## config.mk

```make
export PLATFORM = sky130hd
export DESIGN_NAME = row_pair_feeder
export DESIGN_NICKNAME = d
export VERILOG_FILES = /design/src/rtl/row_pair_feeder.sv
export SDC_FILE = /design/constraint.sdc
export NUM_CORES = 2
export LEC_CHECK = 0
export ABC_CLOCK_PERIOD_IN_PS = 2400
export CAP_MARGIN = 20
export CORE_ASPECT_RATIO = 0.6
export CORE_MARGIN = 2
export CORE_UTILIZATION = 30
export CTS_BUF_LIST = sky130_fd_sc_hd__clkbuf_16
export DETAILED_ROUTE_END_ITERATION = 8
export GPL_ROUTABILITY_DRIVEN = 0
export PLACE_DENSITY = 0.63
export SLEW_MARGIN = 10
export SYNTH_ARGS = -nofsm -noshare
export SYNTH_HDL_FRONTEND = slang
export SYNTH_SLANG_ARGS = --single-unit
```

## constraint.sdc

```tcl
create_clock -name i_clk -period 2.4 [get_ports i_clk]
set_input_delay 0.36 -clock i_clk [delete_from_list [all_inputs] [get_ports i_clk]]
set_output_delay 0.36 -clock i_clk [all_outputs]
set_load 0.005 [all_outputs]
```

## src/rtl/row_pair_feeder.sv

```systemverilog
// Purpose : loads two 512-bit rows from a word stream, then presents a 3-bit window at each column of both rows.
// Latency : the window is valid the cycle after the last word is accepted; o_pair_done follows the last window by one cycle.
// Backpress: o_ready is low while scanning; the scan stalls indefinitely while i_win_ready is low.
// Build option: define ROW_PAIR_FEEDER_EDGE_PAD_EN to add two zero-padded windows at columns 510 and 511.
module row_pair_feeder #(
    parameter int WORD_W = 32
) (
    input  logic              i_clk,
    input  logic              i_rst_n,
    input  logic              i_flush,
    input  logic [WORD_W-1:0] i_data,
    input  logic              i_valid,
    output logic              o_ready,
    output logic [511:0]      o_1st_row_512bit,
    output logic [511:0]      o_2nd_row_512bit,
    output logic              o_win_valid,
    input  logic              i_win_ready,
    output logic [8:0]        o_col,
    output logic              o_pair_done
);

    localparam int NW     = 512 / WORD_W;
    localparam int NWORDS = 2 * NW;
    localparam int CNT_W  = (NWORDS > 1) ? $clog2(NWORDS) : 1;
    localparam logic [CNT_W-1:0] LAST_WORD = CNT_W'(NWORDS - 1);

`ifdef ROW_PAIR_FEEDER_EDGE_PAD_EN
    // Scan runs past the window-fits boundary; the extra windows see zero fill.
    localparam logic [8:0] LASTC = 9'd511;
`else
    // Last column at which a 3-bit window still lies fully inside the row.
    localparam logic [8:0] LASTC = 9'd509;
`endif

    typedef enum logic {
        LOAD = 1'b0,
        SCAN = 1'b1
    } state_t;

    state_t             r_state;
    logic [511:0]       r_row1;
    logic [511:0]       r_row2;
    logic [CNT_W-1:0]   r_wcnt;
    logic [8:0]         r_col;
    logic               r_pair_done;
    logic [1023:0]      w_load_chain;

    // Both rows behave as one 1024-bit shift chain while loading; new words enter at row 2's LSB end.
    assign w_load_chain = ({r_row1, r_row2} << WORD_W) | 1024'(i_data);

    assign o_ready          = (r_state == LOAD);
    assign o_win_valid      = (r_state == SCAN);
    assign o_1st_row_512bit = r_row1;
    assign o_2nd_row_512bit = r_row2;
    assign o_col            = r_col;
    assign o_pair_done      = r_pair_done;

    // Load/scan sequencer: flush beats any accept, last window returns to LOAD with a done pulse.
    always_ff @(posedge i_clk or negedge i_rst_n) begin
        if (!i_rst_n) begin
            r_state     <= LOAD;
            r_row1      <= '0;
            r_row2      <= '0;
            r_wcnt      <= '0;
            r_col       <= '0;
            r_pair_done <= 1'b0;
        end else begin
            r_pair_done <= 1'b0;
            if (i_flush) begin
                r_state <= LOAD;
                r_row1  <= '0;
                r_row2  <= '0;
                r_wcnt  <= '0;
                r_col   <= '0;
            end else begin
                case (r_state)
                    LOAD: begin
                        if (i_valid) begin
                            {r_row1, r_row2} <= w_load_chain;
                            if (r_wcnt == LAST_WORD) begin
                                r_wcnt  <= '0;
                                r_col   <= '0;
                                r_state <= SCAN;
                            end else begin
                                r_wcnt <= r_wcnt + 1'b1;
                            end
                        end
                    end
                    SCAN: begin
                        if (i_win_ready) begin
                            r_row1 <= {r_row1[510:0], 1'b0};
                            r_row2 <= {r_row2[510:0], 1'b0};
                            if (r_col == LASTC) begin
                                r_state     <= LOAD;
                                r_col       <= '0;
                                r_pair_done <= 1'b1;
                            end else begin
                                r_col <= r_col + 9'd1;
                            end
                        end
                    end
                    default: r_state <= LOAD;
                endcase
            end
        end
    end

endmodule

```

==> flow_summary.toml <==
[synthesis]
synth_area_um2 = 45300
synth_xor_area_share_pct = 0.0193
ys_warn_count = 0
synth_compound_area_share_pct = 28.6
synthMuxAreaShare_pct = 0.0221
synth.avg_cell_area_um2 = 9.75
ys.flop_type = "dfrtp_1"
synth.yosys.seq_area_share_pct = 57.4
ys_top_cells_by_area = "dfrtp_1 57%, a22oi_1 17%, o21ai_1 9.3%"
synth_simple_gate_area_share_pct = 9.00
syn_inst = 4651
synth_edf_count = 0
async_reset_ff_share_pct = 100
synth_cell_type_count = 37
synth_nets = 4692
ys_seq_elements = 1040
synth_top_family_by_area = "compound AO/OA/AOI/OAI gates"
synthAdderAreaFrac_pct = 0.110
synth_top_area_share_pct = 57.4
synth_area_leader_cell = "dfrtp_1"

[timing]
finalSetupViolations = 0
fmax_ghz = 0.432
hold_violations = 0
rsz0062_at_grt = "no"
slew_headroom_pct = 61.4
fin_crit_ns = 2.32
setup_tns_ns = 0
period_share_pct = 96.5
finClkSkew_ns = 0.0431
slew_viol_final = 0
worst_pin_slew_ns = 0.571

[pwr]
leakagePower_uw = 0.0242
power.total_uw = 36100
ir_worst_vdd_mv = 0.506
power.density_nw_per_um2 = 580

[clock_network]
cts_buffers = 101
cts_tree = "done"
worstSkewPairLatency_ns = 0.73
h-tree-depth = 3
cts.clk_slew.worst_paths_ns = 0.07
cts_setup_buffers = 0
clock_sinks = 1040
cts-root-buf = "clkbuf_16"
clockBufferDepth = 3

[setup_path]
path_class = "flip-flop to output port"
setup.worst_path.start_class = "flip-flop"
crit_path_max_fanout = 4
cp_data_arrival_time_ns = 1.96
max_stage_delay_ns = 0.63
cp.required_ns = 2.04
end_kind = "output port"
slowest_stage = "dfrtp_1"
cp_num_buf_inv = 1
path_cells = "clkdlybuf4s50_1"
cp_top_family = "flip-flops"

[finish]
fin_cells = 7674
area_growth_syn_to_layout_pct = 37.5
antenna_cells = 0
nFillCells = 14400
fin_nets = 5615
stdcell_area_um2 = 62400
layout-drive-gt1-share_pct = 6.24

[global_routing]
grt_pass1_vias = 38500
grt_util_all_layers_pct = 23.6
overflow = 0
grt_max_degree = 83
antenna_found_initial = 3
grt_pass1_wl_um = 276000

[route]
wl_um = 189000
drtPass1Iterations = 7
drt_iter0_drc = 5257
wire_per_inst_um = 24.6
viasPerCell = 5.43
drc = 0
ant_nets = 0
num_vias = 41700

[floorplanning]
core_area_um2 = 150000
dieArea_um2 = 154000
fp.dieH_um = 305
start_util_pct = 30.2
num_io_pins = 1073
rows = 110
die_x_um = 506

[run]
max_cap_violations = 0

[placed_design]
placed_cell_area_um2 = 59100
hpwl_um = 140000
place_inst = 7486
io_buffers = 1072

[outcome]
status = "finished, final reports clean"

[min_path]
min_path_type = "primary input to asynchronous set/reset pin"
## worst paths after layout
check	from	to	slack (ns)	cells past startpoint
worst max register to register	o_win_valid	o_1st_row_512bit[366]	0.44	7
min in group i_clk	i_data[0]	o_2nd_row_512bit[0]	0.27	3
worst max-delay path	o_1st_row_512bit[180]	o_1st_row_512bit[180]	0.08	1
worst min-delay path	i_rst_n	o_2nd_row_512bit[503]	0.18	2
max in group asynchronous	i_rst_n	o_1st_row_512bit[106]	1.14	4
worst min register to register	o_1st_row_512bit[485]	o_1st_row_512bit[485]	0.52	2
## routing by layer
layer  GRT usage, %  routed length [µm]  up-vias  part of all wire (%)
met5              0                  13        -                0.0069
li1               -                   -    18800                     -
met3           6.52               16800      298                   8.9
met1           32.5               80400    20800                    42
met4           7.99                7050        2                   3.7
met2           35.5               84900     1835                    45
## timing repair
item	4_1_cts	5_1_grt
hold buffers	1	0
hold endpoints to repair	525	0
resized for setup	9	3
pin swaps	0	0
endpoints found under the setup margin	9	3
## synth_stat cells, drive strengths merged (4+ instances only)
master,n
a21oi,10
a22oi,1022
buf,216
clkbuf,240
dfrtp,1040
ha,4
inv,7
nand2,1036
nand3,6
nand4,4
nor2,6
o21ai,1034
## stage by stage
stage,hold slack (ns),util (%),setup WS (ns)
detailed placement,0.275,39.4,0.0920
finish,0.177,41.6,0.0837
global placement,0.279,39.4,0.128
CTS,0.111,41.6,0.000896
global route,0.133,41.6,0.00732
floorplan,0.0644,-,0.587
## where the power goes
group          internal, µW  switching, µW
logic                   690           1390
registers             17700            239
clock network          8770           7400
## layout by cell type (no fill, tap or decap), types with 2 or more instances in the layout
cell	n
a21o_1	2
a21oi_1	10
a22oi_1	1022
a31oi_1	3
and3_1	3
buf_12	92
buf_4	111
bufinv_16	10
clkbuf_16	101
clkdlybuf4s50_1	1063
clkinv_1	24
clkinv_2	17
clkinv_8	2
clkinvlp_4	3
dfrtp_1	1036
dfrtp_2	4
dlygate4sd2_1	5
dlymetal6s2s_1	3
ha_1	4
inv_1	30
inv_16	3
inv_6	2
nand2_1	1036
nand3_1	6
nand4_1	4
nor2_1	3
nor2_4	3
nor3_1	3
o21ai_0	188
o21ai_1	846
or3_1	3
## kinds of logic (layout without fill, tap and decap cells)
kind of cell,Yosys count,in the layout
and+or+nand+nor,1067,1067
DFF,1040,1040
buffers and inverters,463,1470
AOI/OAI and AO/OA,2075,2075
adders and majority gates,4,4
xor gates and xnor gates,1,1
muxes,1,1
## layout make-up
class	instances	area [µm²]	share of cell area, %
sequential	1040	26000	41.7
multi-input combinational	3148	17100	27.5
timing repair buffer	1276	13400	21.5
clock buffer	101	2530	4.05
tap	2016	2520	4.05
clock inverter	86	709	1.14
inverter	7	26.3	0.0421
## state kept, by name, indices dropped and copies added, names as in the netlist
signal            cells
o_col                 9
o_2nd_row_512bit    512
o_win_valid           1
o_1st_row_512bit    512
o_pair_done           1
r_wcnt                5
(Power assumes the default switching activity.)
